`src/rtl/cd_irq_csr.sv`:
```
// Interrupt/status CSR block: per-event level or sticky-edge flags, polarity, mask,
// W1C clear, saturating event counter and an irq holdoff (coalescing) timer.
module cd_irq_csr #(
  parameter int unsigned N_EVT   = 16,
  parameter int unsigned HOLD_W  = 16,
  parameter logic [7:0]  VERSION = 8'h10
) (
  input  logic             clk,
  input  logic             reset,
  input  logic [3:0]       csr_address,
  input  logic             csr_read,
  output logic [31:0]      csr_readdata,
  input  logic             csr_write,
  input  logic [31:0]      csr_writedata,
  input  logic [3:0]       csr_byteenable,
  input  logic [N_EVT-1:0] evt_in,
  output logic             irq
);

  typedef enum logic [1:0] {StIdle, StAssert, StHold} state_e;

  localparam logic [3:0] AddrId     = 4'h0;
  localparam logic [3:0] AddrMode   = 4'h1;
  localparam logic [3:0] AddrPol    = 4'h2;
  localparam logic [3:0] AddrMask   = 4'h3;
  localparam logic [3:0] AddrFlag   = 4'h4;
  localparam logic [3:0] AddrPend   = 4'h5;
  localparam logic [3:0] AddrHold   = 4'h6;
  localparam logic [3:0] AddrEvtCnt = 4'h7;
  localparam logic [3:0] AddrCtrl   = 4'h8;

  logic [N_EVT-1:0]  mode_q, mode_d;
  logic [N_EVT-1:0]  pol_q, pol_d;
  logic [N_EVT-1:0]  mask_q, mask_d;
  logic [N_EVT-1:0]  sticky_q, sticky_d;
  logic [N_EVT-1:0]  evt_d_q, evt_d_d;
  logic [HOLD_W-1:0] holdoff_q, holdoff_d;
  logic [HOLD_W-1:0] hold_cnt_q, hold_cnt_d;
  logic [7:0]        evt_cnt_q, evt_cnt_d;
  state_e            state_q, state_d;
  logic              irq_q, irq_d;

  logic [31:0]       wr_mask;
  logic [N_EVT-1:0]  wr_evt_mask, wr_evt_data;
  logic [HOLD_W-1:0] wr_hold_mask, wr_hold_data;
  logic [N_EVT-1:0]  e, rise, flag, pend, clr;
  logic              pend_any, ctrl_clr, cnt_rd;

  // Byte-lane write mask, narrowed to each register's implemented width.
  assign wr_mask      = {{8{csr_byteenable[3]}}, {8{csr_byteenable[2]}},
                         {8{csr_byteenable[1]}}, {8{csr_byteenable[0]}}};
  assign wr_evt_mask  = N_EVT'(wr_mask);
  assign wr_evt_data  = N_EVT'(csr_writedata & wr_mask);
  assign wr_hold_mask = HOLD_W'(wr_mask);
  assign wr_hold_data = HOLD_W'(csr_writedata & wr_mask);

  assign e        = evt_in ^ pol_q;
  assign rise     = e & ~evt_d_q & mode_q;
  assign flag     = (mode_q & sticky_q) | (~mode_q & e);
  assign pend     = flag & mask_q;
  assign pend_any = |pend;
  assign ctrl_clr = csr_write && (csr_address == AddrCtrl) && csr_byteenable[0] &&
                    csr_writedata[0];
  assign cnt_rd   = csr_read && (csr_address == AddrEvtCnt);

  always_comb begin
    mode_d    = mode_q;
    pol_d     = pol_q;
    mask_d    = mask_q;
    holdoff_d = holdoff_q;
    clr       = {N_EVT{ctrl_clr}};
    if (csr_write) begin
      unique case (csr_address)
        AddrMode: mode_d    = (mode_q & ~wr_evt_mask) | wr_evt_data;
        AddrPol:  pol_d     = (pol_q & ~wr_evt_mask) | wr_evt_data;
        AddrMask: mask_d    = (mask_q & ~wr_evt_mask) | wr_evt_data;
        AddrFlag: clr       = wr_evt_data;
        AddrHold: holdoff_d = (holdoff_q & ~wr_hold_mask) | wr_hold_data;
        default:  ;
      endcase
    end
    // Set beats clear; switching a bit to level mode drops its sticky storage.
    sticky_d = ((sticky_q & ~clr) | rise) & mode_d;
    // Track the post-write polarity so a POL change never looks like an edge.
    evt_d_d  = evt_in ^ pol_d;
  end

  always_comb begin
    evt_cnt_d = evt_cnt_q;
    if (cnt_rd) begin
      evt_cnt_d = (|rise) ? 8'd1 : 8'd0;
    end else if ((|rise) && (evt_cnt_q != 8'hFF)) begin
      evt_cnt_d = evt_cnt_q + 8'd1;
    end
  end

  always_comb begin
    state_d    = state_q;
    hold_cnt_d = hold_cnt_q;
    unique case (state_q)
      StIdle: begin
        if (pend_any) state_d = StAssert;
      end
      StAssert: begin
        if (!pend_any) begin
          if (holdoff_q != '0) begin
            state_d    = StHold;
            hold_cnt_d = holdoff_q - HOLD_W'(1);
          end else begin
            state_d = StIdle;
          end
        end
      end
      StHold: begin
        if (hold_cnt_q == '0) begin
          state_d = StIdle;
        end else begin
          hold_cnt_d = hold_cnt_q - HOLD_W'(1);
        end
      end
      default: state_d = StIdle;
    endcase
    irq_d = (state_d == StAssert);
  end

  always_ff @(posedge clk or posedge reset) begin
    if (reset) begin
      mode_q     <= '0;
      pol_q      <= '0;
      mask_q     <= '0;
      sticky_q   <= '0;
      evt_d_q    <= '0;
      holdoff_q  <= '0;
      hold_cnt_q <= '0;
      evt_cnt_q  <= '0;
      state_q    <= StIdle;
      irq_q      <= 1'b0;
    end else begin
      mode_q     <= mode_d;
      pol_q      <= pol_d;
      mask_q     <= mask_d;
      sticky_q   <= sticky_d;
      evt_d_q    <= evt_d_d;
      holdoff_q  <= holdoff_d;
      hold_cnt_q <= hold_cnt_d;
      evt_cnt_q  <= evt_cnt_d;
      state_q    <= state_d;
      irq_q      <= irq_d;
    end
  end

  assign irq = irq_q;

  always_comb begin
    csr_readdata = 32'd0;
    unique case (csr_address)
      AddrId:     csr_readdata = {8'd0, 8'(N_EVT), 8'd0, VERSION};
      AddrMode:   csr_readdata = 32'(mode_q);
      AddrPol:    csr_readdata = 32'(pol_q);
      AddrMask:   csr_readdata = 32'(mask_q);
      AddrFlag:   csr_readdata = 32'(flag);
      AddrPend:   csr_readdata = 32'(pend);
      AddrHold:   csr_readdata = 32'(holdoff_q);
      AddrEvtCnt: csr_readdata = 32'(evt_cnt_q);
      default:    csr_readdata = 32'd0;
    endcase
  end

endmodule

```
`config.mk`:
```
export PLATFORM = sky130hd
export DESIGN_NAME = cd_irq_csr
export DESIGN_NICKNAME = d
export VERILOG_FILES = /design/src/rtl/cd_irq_csr.sv
export SDC_FILE = /design/constraint.sdc
export NUM_CORES = 1
export LEC_CHECK = 0
export ABC_AREA = 1
export BUFFER_PORTS_ARGS = -buffer_cell sky130_fd_sc_hd__buf_4
export CAP_MARGIN = 30
export CORE_ASPECT_RATIO = 0.8
export CORE_MARGIN = 2
export CORE_UTILIZATION = 30
export DETAILED_ROUTE_END_ITERATION = 10
export MAX_ROUTING_LAYER = met4
export PLACE_DENSITY = 0.51
export REMOVE_ABC_BUFFERS = 1
export SLEW_MARGIN = 10
export SYNTH_ARGS = -nofsm -noshare
export SYNTH_HDL_FRONTEND = slang
export SYNTH_SLANG_ARGS = --single-unit
export TNS_END_PERCENT = 100
```
`constraint.sdc`:
```
create_clock -name clk -period 5.3 [get_ports clk]
set_input_delay 1.06 -clock clk [delete_from_list [all_inputs] [get_ports clk]]
set_output_delay 1.06 -clock clk [all_outputs]
set_load 0.02 [all_outputs]
```
Word-level counts from Yosys, hierarchy flattened

Cells that the tools add are included.

Add/sub/neg operators: 3
Eq/ne operators: 15
Muxes and demuxes: 19
Bitwise gates (word level): 24
Reduce and logical (&&, ||, !) cells: 16

Operators by type and width:

| cell                                                                  | count |
|---|---|
| 16-bit bitwise AND                                                    | 12 |
| 21-bit one-hot mux with 8 select lines                                | 1 |
| 16-bit two-way mux                                                    | 9 |
| 16-bit bitwise OR                                                     | 6 |
| 16-bit inverter                                                       | 4 |
| 16-bit one-hot mux with 2 select lines                                | 1 |
| 16-bit OR reduction                                                   | 2 |
| 16-bit by 1-bit subtractor with 16-bit output, second input constant  | 2 |
| 16-bit bitwise XOR                                                    | 2 |
| 4-bit by 3-bit equality test with 1-bit output, second input constant | 4 |
| 16-bit zero test                                                      | 1 |
| 8-bit two-way mux                                                     | 2 |
| 16-bit nonzero test                                                   | 1 |
| 8-bit by 1-bit adder with 8-bit output, second input constant         | 1 |
| 4-bit by 2-bit equality test with 1-bit output, second input constant | 2 |
| 2-bit two-way mux                                                     | 4 |
| 8-bit != test, second input constant                                  | 1 |
| 2-bit != test, second input constant                                  | 3 |
| 2-bit one-hot mux with 3 select lines                                 | 1 |
| 1-bit logical AND                                                     | 5 |
| 2-bit by 1-bit equality test with 1-bit output, second input constant | 2 |
| 4-bit by 1-bit equality test with 1-bit output, second input constant | 1 |
| 4-bit equality test, second input constant                            | 1 |
| 4-bit zero test                                                       | 1 |
| 6 further kinds                                                       | 8 |

Register bits after elaboration: 123
Input bits: 60
Output and inout bits: 33
Logic and storage cells: 87

Depth between registers and ports, before layout

Depth in word-level cells: 10
Depth in mapped cells: 14
Gate-level depth less buffers: 14

Worst setup path after synthesis

Ideal clock, no wire load.

Path type: in2out
From: input port csr_address[1]
To: output port csr_readdata[9]
Data arrival time: 2.239 ns
Required time: 4.240 ns
Path slack: 2.001 ns
Cell stages on the path: 7
Path buffers: 1
Cells stage by stage: inv_1 nor2_1 nand2_1 clkbuf_1 o21ai_0 a221oi_1 o221ai_1

Cells in the longest elaborated chain, start to end: 2
Elaborated cells between the ends (all ways): 9

RTL lines:

| item                                                                   | RTL line | RTL |
|---|---|---|
| start: declaration                                                     | 10       | `input logic [3:0] csr_address,` |
| 4-bit by 3-bit equality test with 1-bit output (tied with other cells) | 156      | `unique case (csr_address)` |
| 21-bit one-hot mux with 8 select lines (*)                             | 156      |  |
| end: declaration                                                       | 12       | `output logic [31:0] csr_readdata,` |

Every way passes the cells marked *; elsewhere a longest branch is shown, timed or not.

Worst setup path in the final report

From: input port csr_address[1]
To: output port csr_readdata[8]

The elaborated chain is that of the path after synthesis.

==> results.yml <==
routing:
  detail_route.wirelength_microns: 22330
  post-route-drc-count: 0
  dr.pass1.iters: 8
  vias_after_detailed_routing: 6478
  drtAntennaViolNets: 0
  avgRoutedWirePerCell_microns: 17.06
  first_iter_violations: 543
  routed_vias_inst: 4.949
setup_path:
  critPathKind: "input pin to output port"
  worstSetupEndpointType: "output port"
  path_delay_family: "buffers and inverters"
  ff2ff_setup_slack_ns: 2.81
  cell_depth_of_the_worst_setup_path: 10
  worst_path_max_stage_delay_ns: 0.42
  arrival_time_of_the_worst_setup_path_ns: 3.00
  setup.worst_path.start_class: "input pin"
  start_point_of_the_critical_path: "csr_address[1]"
  worst_path_buf_inv: 4
  critical_path.reg2reg.startpoint: "state_q[1]"
  crit_chain: "buf_4, inv_1, nor2_1, nand2_1, inv_1, nand2_1, o21ai_0, a221oi_1, o221ai_1, buf_4"
  critical-path-slowest-cell: "inv_1"
  worst_r2r_path_cells: 11
  rr_endpoint: "hold_cnt_q[12]"
  worstPathRequired_ns: 4.24
  peak_fanout_along_the_critical_path: 12
final_layout:
  antenna-diode-count: 0
  drive_above_1_share: 0.1294
  num-nets-final: 1048
  mostFrequentLayoutCells: "227 x nand2_1, 123 x dfrtp_1, 110 x inv_1, 76 x nand3_1, 66 x buf_4"
  layout.cells.most_common: "nand2_1"
  layout_area_growth_over_synthesis_pct: 18.27
power_and_ir_drop:
  clock_power_share: 0.302
  combinationalPowerShare: 0.332
  power_switching_share: 0.3813
  power.total_w: 0.003874
  cell_internal_pwr_w: 0.002397
  p_leak_nw: 4.159
  share_seq_of_total_power: 0.366
  total_switching_power_w: 0.001477
  power_density_nw_per_um2: 462.5
  ir_worst_vdd_mv: 0.2777
place:
  hpwlAfterDp_microns: 15910
  globalplace.congestion: 0.8688
  numPortBuffers: 59
timing:
  setup_viol: 0
  slew_viol_final: 0
  setup_tns_ns: 0
  worst_setup_skew_after_layout_ns: 0.009699
  slew-limit-headroom: 0.3497
  final_min_period_over_clock_period: 0.7654
  slew_at_the_pin_closest_to_its_max_slew_limit_ns: 0.9723
  post-route-min-period_ns: 4.056
  timing_hold_violations_final: 0
  grt_setup_unrepaired: "no"
  highest_clock_rate_mhz: 246.5
logic_synthesis:
  yosys_register_bits: 123
  yosysSeqAreaShare: 0.4346
  synth_cells: 926
  synthesis.yosys.warnings: 0
  synth_cell_types: 44
  mean_syn_cell_area_sq_um: 7.649
  cell_area_after_technology_mapping_sq_um: 7083
clocking:
  cts_tree: "done"
  post_cts.repair.setup_buffers: 0
  max-clock-path-buffers: 2
  root_buffer: "clkbuf_16"
  clock_tree.htree_level_count: 4
  ctsResizeCount: 0
  tritoncts.num_buffers: 17
  cts.reportedPaths.clkPinSlew_ns: 0.05
  ctsHoldBuffers: 0
  cts_num_sinks: 123
  clk-insertion-delay-late_ns: 0.43
floorplan:
  die_area_sq_um: 24860
  placeableCoreArea_sq_um: 23270
  num_rows: 50
  die_width_microns: 175.8
  fp.dieH_microns: 141.4
  design.portCount: 93
  effective_utilization_at_floorplan: 0.3044
grt:
  grt_first_pass_wirelength_microns: 34850
  first_global_vias: 6000
  grt_antenna_before_repair: 0
  grt_overflow_total: 0
  grt_util_all_layers: 0.1918
  largest_net_degree_at_the_start_of_global_routing: 50
min_path:
  hold_path.class: "flop to flop"
  min_delay_path_depth: 2
outcome:
  run_status: "completed"
job:
  maxCapViolations: 0
[cells in the mapped netlist, drive strengths merged]
master / number / area share
nand2: 230 / 0.12
inv: 126 / 0.067
dfrtp: 123 / 0.43
nand3: 82 / 0.063
nor2: 66 / 0.037
o21ai: 66 / 0.048
o22ai: 42 / 0.037
xor2: 29 / 0.036
buf: 24 / 0.025
or2: 20 / 0.018
a21oi: 19 / 0.013
a21boi: 16 / 0.017
clkbuf: 15 / 0.0079
a221oi: 14 / 0.017
nand4: 10 / 0.0088
nor4: 8 / 0.0071
o211ai: 8 / 0.0085
o221ai: 6 / 0.0074
xnor2: 5 / 0.0062
nor3: 4 / 0.0044
a31oi: 3 / 0.0026
a211oi: 2 / 0.0021
clkinv: 2 / 0.0011
ha: 2 / 0.0035
conb: 1 / 0.00053
o2111ai: 1 / 0.0012
o21a: 1 / 0.0011
o21bai: 1 / 0.0011
[stage by stage]
step,hold WS [ns],cells,area (sq um),utilization,setup slack [ns]
floorplan,0.4751,901,6903,-,0.9691
global placement,0.4978,1279,7791,0.3348,1.317
detailed placement,0.5058,1279,7791,0.3348,1.276
CTS,0.5192,1309,8377,0.3599,1.280
global route,0.5523,1309,8377,0.3599,1.120
finish,0.5147,1309,8377,0.3599,1.244
[logic make-up (layout without fill, tap and decap cells)]
kind of cell | count (synthesis) | in the layout | share of synthesized area
DFF | 123 | 123 | 0.4346
adders and majority gates | 2 | 2 | 0.003532
AOI/OAI and AO/OA | 179 | 179 | 0.1570
other | 1 | 15 | 0.0005294
buffers and inverters | 167 | 224 | 0.1007
xor gates and xnor gates | 34 | 34 | 0.04204
and+or+nand+nor | 420 | 420 | 0.2616
[area by class of cell]
cell class              count  area, sq um
clock buffers              20        466.7
multi-input cells         650         3344
well taps                 312        390.4
inverters                 128        483.0
fillers                  2459        14900
repair buffers             66        495.5
clock inverters            10        118.9
flip-flops and latches    123         3078
[power groups by stage]
stage	logic, W	clock network (W)	registers, W
after floorplan	0.000971	0	0.00136
after global placement	0.00127	0	0.00143
after detailed placement	0.00129	0	0.00142
after CTS	0.00129	0.00119	0.00141
after global routing	0.00146	0.00123	0.00145
final	0.00129	0.00117	0.00142
[tightest hold or removal path, stage by stage (launching register included)]
cell	delay (ns)
dfrtp_1	0.36
nand2_1	0.06
o21ai_0	0.06
[per-layer routing]
layer	global-route usage	vias to the layer above	routed length [microns]
li1	-	3163	-
met1	0.2875	3058	11130
met2	0.2621	229	9238
met3	0.03457	28	1640
met4	0.05307	0	324
met5	-	-	0
[worst max-delay path by stage]
stage | endpoint
floorplan | async pin
global placement | csr_readdata[8]
detailed placement | csr_readdata[8]
CTS | csr_readdata[8]
global route | csr_readdata[6]
finish | csr_readdata[8]
No activity file was read; power rests on OpenSTA's default activity.
